--- config.mk ---
export PLATFORM = sky130hd
export DESIGN_NAME = latency_credit_buffer_flat
export DESIGN_NICKNAME = d
export VERILOG_FILES = /design/src/rtl/latency_credit_buffer_pkg.sv /design/src/rtl/latency_credit_buffer_if.sv /design/src/rtl/lcb_ring_mem.sv /design/src/rtl/latency_credit_buffer.sv /design/src/flat_wrapper.sv
export SDC_FILE = /design/constraint.sdc
export NUM_CORES = 1
export LEC_CHECK = 0
export CAP_MARGIN = 30
export CORE_AREA = 2 2 107 109
export CTS_CLUSTER_SIZE = 25
export DETAILED_ROUTE_END_ITERATION = 10
export DIE_AREA = 0 0 109 111
export PLACE_DENSITY = 0.78
export SYNTH_ARGS = -nofsm -noshare
export SYNTH_HDL_FRONTEND = slang
export SYNTH_SLANG_ARGS = --single-unit
--- constraint.sdc ---
create_clock -name clk -period 3.56 [get_ports clk]
set_clock_uncertainty 0.15 [all_clocks]
set_input_delay 1.068 -clock clk [delete_from_list [all_inputs] [get_ports clk]]
set_output_delay 1.068 -clock clk [all_outputs]
set_load 0.03 [all_outputs]
--- src/rtl/latency_credit_buffer_pkg.sv ---
// latency_credit_buffer_pkg
//   Shared sizing helpers for the latency credit buffer.
//   cnt_w   : width of a counter that must hold 0..depth
//   ptr_w   : width of a ring pointer (at least 1 bit)
//   ptr_inc : ring pointer increment with wrap at depth-1 (any depth)
package latency_credit_buffer_pkg;

   function automatic int cnt_w(input int depth);
      return $clog2(depth + 1);
   endfunction

   function automatic int ptr_w(input int depth);
      return (depth > 1) ? $clog2(depth) : 1;
   endfunction

   function automatic int ptr_inc(input int ptr, input int depth);
      return (ptr >= depth - 1) ? 0 : ptr + 1;
   endfunction

endpackage

--- src/rtl/latency_credit_buffer_if.sv ---
// latency_credit_buffer_if
//   Handshake bundle around the credit buffer.
//   issue_ok/issue         : credit grant to, and launch from, the upstream launcher
//   pipe_valid/pipe_data   : items emerging from the fixed-latency pipeline
//   m_valid/m_ready/m_data : downstream valid/ready output
//   slave  : the buffer side
//   master : the launcher / pipeline / consumer side
interface latency_credit_buffer_if #(
   parameter int WIDTH = 16
);
   logic             issue_ok;
   logic             issue;
   logic             pipe_valid;
   logic [WIDTH-1:0] pipe_data;
   logic             m_valid;
   logic             m_ready;
   logic [WIDTH-1:0] m_data;

   modport slave (
      output issue_ok, m_valid, m_data,
      input  issue, pipe_valid, pipe_data, m_ready
   );

   modport master (
      input  issue_ok, m_valid, m_data,
      output issue, pipe_valid, pipe_data, m_ready
   );
endinterface

--- src/rtl/lcb_ring_mem.sv ---
// lcb_ring_mem
//   DEPTH x WIDTH storage for the credit buffer. Synchronous write,
//   asynchronous read, data is never reset.
//   clk          : clock
//   we/waddr     : write strobe and slot
//   wdata        : write data
//   raddr/rdata  : combinational read port
module lcb_ring_mem
   import latency_credit_buffer_pkg::*;
#(
   parameter int WIDTH = 16,
   parameter int DEPTH = 8
) (
   input  logic                      clk,
   input  logic                      we,
   input  logic [ptr_w(DEPTH)-1:0]   waddr,
   input  logic [WIDTH-1:0]          wdata,
   input  logic [ptr_w(DEPTH)-1:0]   raddr,
   output logic [WIDTH-1:0]          rdata
);

   logic [WIDTH-1:0] mem_q [DEPTH];

   always_ff @(posedge clk) begin
      if (we) begin
         mem_q[waddr] <= wdata;
      end
   end

   assign rdata = mem_q[raddr];

endmodule

--- src/rtl/latency_credit_buffer.sv ---
// latency_credit_buffer
//   Receive-side buffer for a fixed-latency, non-stallable pipeline. Hands
//   out DEPTH credits to the launcher, catches every item LATENCY cycles
//   later and presents it on a valid/ready output. Since in-flight plus
//   stored items never exceed DEPTH, downstream backpressure never needs
//   to stall the pipeline.
//   clk, rst   : clock, synchronous active-high reset
//   bus        : latency_credit_buffer_if.slave (issue/pipe/output handshakes)
//   credits    : free credits
//   count      : stored entries
//   overflow   : sticky, pipe item arrived while storage was full
//   proto_err  : sticky, issue seen while issue_ok was low
//   hwm        : high-water mark of count
//   Optional: define LATENCY_CREDIT_BUFFER_HWM_EN to build the hwm register;
//   otherwise hwm reads 0.
module latency_credit_buffer
   import latency_credit_buffer_pkg::*;
#(
   parameter int WIDTH   = 16,
   parameter int LATENCY = 3,
   parameter int DEPTH   = 8
) (
   input  logic                        clk,
   input  logic                        rst,
   latency_credit_buffer_if.slave      bus,
   output logic [cnt_w(DEPTH)-1:0]     credits,
   output logic [cnt_w(DEPTH)-1:0]     count,
   output logic                        overflow,
   output logic                        proto_err,
   output logic [cnt_w(DEPTH)-1:0]     hwm
);

   localparam int CW = cnt_w(DEPTH);
   localparam int PW = ptr_w(DEPTH);

   if (DEPTH < 1 || LATENCY < 0) begin : g_param_check
      $error("latency_credit_buffer: DEPTH must be >= 1 and LATENCY >= 0");
   end

   logic [CW-1:0] credits_q, credits_d;
   logic [CW-1:0] count_q, count_d;
   logic [PW-1:0] wptr_q, wptr_d;
   logic [PW-1:0] rptr_q, rptr_d;
   logic          overflow_q, overflow_d;
   logic          proto_err_q, proto_err_d;
   logic          issue_ok;
   logic          take;
   logic          pop;
   logic          push;

   assign issue_ok = (credits_q != '0) && !rst;
   assign take     = bus.issue && issue_ok;
   assign pop      = (count_q != '0) && bus.m_ready;
   // When full, a pop frees the slot the incoming item is written into.
   assign push     = bus.pipe_valid && ((count_q < CW'(DEPTH)) || pop);

   always_comb begin
      credits_d   = credits_q;
      count_d     = count_q;
      wptr_d      = wptr_q;
      rptr_d      = rptr_q;
      overflow_d  = overflow_q | (bus.pipe_valid && !push);
      proto_err_d = proto_err_q | (bus.issue && !issue_ok);

      if (take && !pop) begin
         credits_d = credits_q - CW'(1);
      end else if (pop && !take) begin
         credits_d = credits_q + CW'(1);
      end

      if (push && !pop) begin
         count_d = count_q + CW'(1);
      end else if (pop && !push) begin
         count_d = count_q - CW'(1);
      end

      if (push) begin
         wptr_d = PW'(ptr_inc(int'(wptr_q), DEPTH));
      end
      if (pop) begin
         rptr_d = PW'(ptr_inc(int'(rptr_q), DEPTH));
      end
   end

   always_ff @(posedge clk) begin
      if (rst) begin
         credits_q   <= CW'(DEPTH);
         count_q     <= '0;
         wptr_q      <= '0;
         rptr_q      <= '0;
         overflow_q  <= 1'b0;
         proto_err_q <= 1'b0;
      end else begin
         credits_q   <= credits_d;
         count_q     <= count_d;
         wptr_q      <= wptr_d;
         rptr_q      <= rptr_d;
         overflow_q  <= overflow_d;
         proto_err_q <= proto_err_d;
      end
   end

   lcb_ring_mem #(
      .WIDTH (WIDTH),
      .DEPTH (DEPTH)
   ) u_mem (
      .clk   (clk),
      .we    (push && !rst),
      .waddr (wptr_q),
      .wdata (bus.pipe_data),
      .raddr (rptr_q),
      .rdata (bus.m_data)
   );

`ifdef LATENCY_CREDIT_BUFFER_HWM_EN
   logic [CW-1:0] hwm_q, hwm_d;

   assign hwm_d = (count_d > hwm_q) ? count_d : hwm_q;

   always_ff @(posedge clk) begin
      if (rst) begin
         hwm_q <= '0;
      end else begin
         hwm_q <= hwm_d;
      end
   end

   assign hwm = hwm_q;
`else
   assign hwm = '0;
`endif

   assign bus.issue_ok = issue_ok;
   assign bus.m_valid  = (count_q != '0);
   assign credits      = credits_q;
   assign count        = count_q;
   assign overflow     = overflow_q;
   assign proto_err    = proto_err_q;

endmodule

--- src/flat_wrapper.sv ---
// flat-port wrapper written by rule: the top's interface ports become plain ports
module latency_credit_buffer_flat import latency_credit_buffer_pkg::*;
#(
   parameter int WIDTH   = 16,
   parameter int LATENCY = 3,
   parameter int DEPTH   = 8
)
  (clk, rst, credits, count, overflow, proto_err, hwm, bus_issue_ok, bus_m_valid, bus_m_data, bus_issue, bus_pipe_valid, bus_pipe_data, bus_m_ready);
  latency_credit_buffer_if #(.WIDTH(WIDTH)) bus_i ();
  input  logic clk;
  input  logic rst;
  output logic [cnt_w(DEPTH)-1:0] credits;
  output logic [cnt_w(DEPTH)-1:0] count;
  output logic overflow;
  output logic proto_err;
  output logic [cnt_w(DEPTH)-1:0] hwm;
  output wire logic [$bits(bus_i.issue_ok)-1:0] bus_issue_ok;
  output wire logic [$bits(bus_i.m_valid)-1:0] bus_m_valid;
  output wire logic [$bits(bus_i.m_data)-1:0] bus_m_data;
  input wire logic [$bits(bus_i.issue)-1:0] bus_issue;
  input wire logic [$bits(bus_i.pipe_valid)-1:0] bus_pipe_valid;
  input wire logic [$bits(bus_i.pipe_data)-1:0] bus_pipe_data;
  input wire logic [$bits(bus_i.m_ready)-1:0] bus_m_ready;
  assign bus_issue_ok = bus_i.issue_ok;
  assign bus_m_valid = bus_i.m_valid;
  assign bus_m_data = bus_i.m_data;
  assign bus_i.issue = bus_issue;
  assign bus_i.pipe_valid = bus_pipe_valid;
  assign bus_i.pipe_data = bus_pipe_data;
  assign bus_i.m_ready = bus_m_ready;
  latency_credit_buffer #(.WIDTH(WIDTH), .LATENCY(LATENCY), .DEPTH(DEPTH)) u_core (.clk(clk), .rst(rst), .bus(bus_i), .credits(credits), .count(count), .overflow(overflow), .proto_err(proto_err), .hwm(hwm));
endmodule
==> flow_summary.toml <==
[timing]
worst_hold_slack_ns = 0.341
fmaxAchievable_mhz = 288
grt_setup_unrepaired = "false"
finalCriticalPeriod_ns = 3.48
finalMaxSlewViolations = 0
finalHoldViolations = 0
worst_slack_ns = 0.0823
post-route-period-util = 0.977
setup_viol = 0

[pwr]
leakagePower_nw = 2.48
power.share.clock = 0.338
power.density_nw_per_um2 = 665
total_power_w = 0.00481
switching_power_w = 0.00140
comb_power_share = 0.239
p_sw_frac = 0.292
seqPwrFrac = 0.423
ir_worst_vdd_v = 0.000436
internal-power_w = 0.00341

[synth]
ys_top_cells_by_area = "edfxtp_1 (65%), mux4_1 (12%), dfxtp_1 (6.4%)"
avgSynthCellArea_um2 = 19.4
ys_warn_count = 0
synth.ff_latch_count = 147
yosys.area.top_type = "edfxtp_1"
netlist_instances = 306
syn_area_um2 = 5940
ys_seq_area_frac = 0.711
ys_types = 38
synth-edff-count = 128
synth_top_area_frac = 0.647
synth_ff_type = "edfxtp_1"
async_flop_share = 0

[setup_path]
cp-start-kind = "register"
critPathKind = "reg2out"
critPathBufInv = 2
max_stage_delay_ns = 0.60
crit_path_end_kind = "primary output"
cp_max_fo = 16
critPathTopFamily = "multiplexers"
cp.arrival_ns = 2.26
critical_path_required_ns = 2.34
path_cells = "buf_12 > mux4_1 > mux2_2 > dlygate4sd2_1"
slowest_stage = "mux4_1"

[clock_tree]
clk_pin_slew_ns = 0.06
cts_setup_buffers = 0
clock_path_buffers = 2
h-tree-depth = 4
clock_latency_ns = 0.41
numClockSinks = 147
cts_buffers = 17
cts_tree = "yes"
root_buffer = "clkbuf_16"

[die]
die_w_um = 109
floorplan.initialDensity = 0.537
placementRows = 39
die-area_um2 = 12100
pin_count = 53
chipHeight_um = 111
core-area_um2 = 11100

[place]
gp_congestion = 0.735
hpwl_mm = 6.27
dpl.cell_count = 503
port_buffers = 48
place_ws_ns = -0.0108

[routing]
drt-total-wl_mm = 11.5
first_pass_iters = 4
num_vias = 3125
routedWlPerCell_um = 21.4
drcViolationCount = 0
drt_iter0_markers = 194
ant_nets = 0
routed_via_density = 5.83

[grt]
grtUsageTotal = 0.198
overflow = 0
grt_antenna_before_repair = 0
grt_pass1_vias = 3134
grt_max_degree = 33
grt_pass1_wl_mm = 16.9

[cells_and_area]
ff_latch_area_um2 = 4230
multiInputGateArea_um2 = 1620
layout_common_cells = "edfxtp_1 (128), clkdlybuf4s50_1 (31), mux4_1 (28), buf_4 (22), nor2_1 (19)"
drive_above_1_share = 0.204
diodes = 0
fin_cells = 536
fin_nets = 412
area_growth_pct = 21.6
n_fill_cell = 731
final_common_cell = "edfxtp_1"

[job]
max_cap_violations = 0

[status]
status = "complete, no violations"

[worst_hold_path]
worstHoldPathType = "reg2reg"
[stage by stage]
stage	util	setup TNS [ns]	area, um2
5_1_grt	0.653	0	7230
4_1_cts	0.650	0	7200
2_1_floorplan	-	0	5950
3_3_place_gp	0.602	0	6670
3_5_place_dp	0.602	-0.0108	6670
6_report	0.653	0	7230
[power by group through the flow]
stage / registers (W) / clock network (W) / logic, W
after floorplan: 0.00211 / 0 / 0.000743
after global placement: 0.00206 / 0 / 0.00113
after detailed placement: 0.00206 / 0 / 0.00116
after CTS: 0.00203 / 0.00165 / 0.00114
after global routing: 0.00205 / 0.00173 / 0.00123
final: 0.00203 / 0.00163 / 0.00115
[synth_stat cells (4+ instances only)]
cell      count
or3_1         4
dfxtp_1      19
edfxtp_1    128
mux4_1       28
xor2_1        4
a21oi_1      11
mux4_2        4
nand2_1      11
buf_4         4
buf_1         4
nor2_1       19
buf_6         4
mux2_2       17
nand2b_1      4
ha_1         10
[cell type report]
class                   count  area share
repair buffers             68      0.0893
flip-flops and latches    147       0.584
clock buffers              18      0.0594
inverters                   3     0.00156
multi-input cells         143       0.224
well taps                 143      0.0247
clock inverters            14      0.0161
[worst paths after layout]
| kind | startpoint | endpoint | slack, ns | cells past startpoint |
|---|---|---|---|---|
| worst max-delay path | register | bus_m_data[8] | 0.08 | 4 |
| worst min-delay path | u_core.proto_err$_SDFF_PP0_ | u_core.proto_err$_SDFF_PP0_ | 0.34 | 2 |
| worst max register to register | u_core.count[1]$_SDFFE_PP0P_ | u_core.count[3]$_SDFFE_PP0P_ | 0.78 | 9 |
| worst min register to register | u_core.proto_err$_SDFF_PP0_ | u_core.proto_err$_SDFF_PP0_ | 0.34 | 2 |
[layer usage]
layer	wire (um)	global-route usage
met1	4570	0.243
met2	6200	0.335
met3	580	0.0606
met4	137	0.0650
met5	0	0
[sequential cells by signal, indices dropped and copies added, names as in the netlist, named ones only]
| name | count |
|---|---|
| u_core.u_mem.mem_q | 128 |
| u_core.proto_err | 1 |
| u_core.rptr_q | 3 |
| u_core.overflow | 1 |
| u_core.wptr_q | 3 |
| u_core.count | 4 |
| u_core.credits | 4 |
[repair_timing]
item,4_1_cts,5_1_grt
endpoints found under the setup margin,12,6
gates resized for setup,12,1
endpoints found under the hold margin,0,0
gates cloned,0,1
hold buffers,0,0
[worst register-to-register path: cells and delay by family (launching register included)]
family	cells	cell delay, ns
and+or+nand+nor	2	0.73
adders and majority gates	2	0.51
AOI/OAI and AO/OA	3	0.48
DFF	1	0.37
muxes	1	0.35
buffers and inverters	1	0.09
[cell families (layout without fill, tap and decap cells)]
group,count (synthesis),count (layout),share of synthesized area
flip-flops,147,147,0.711
AND/OR/NAND/NOR,53,53,0.0438
multiplexers,52,52,0.176
buffers and inverters,19,103,0.0198
AO/OA/AOI/OAI,18,18,0.0171
adder cells (fa/ha/maj),11,11,0.0244
XOR/XNOR,5,5,0.00737
other,1,4,0.000631
Note: power is estimated with default switching activity, not from simulation.
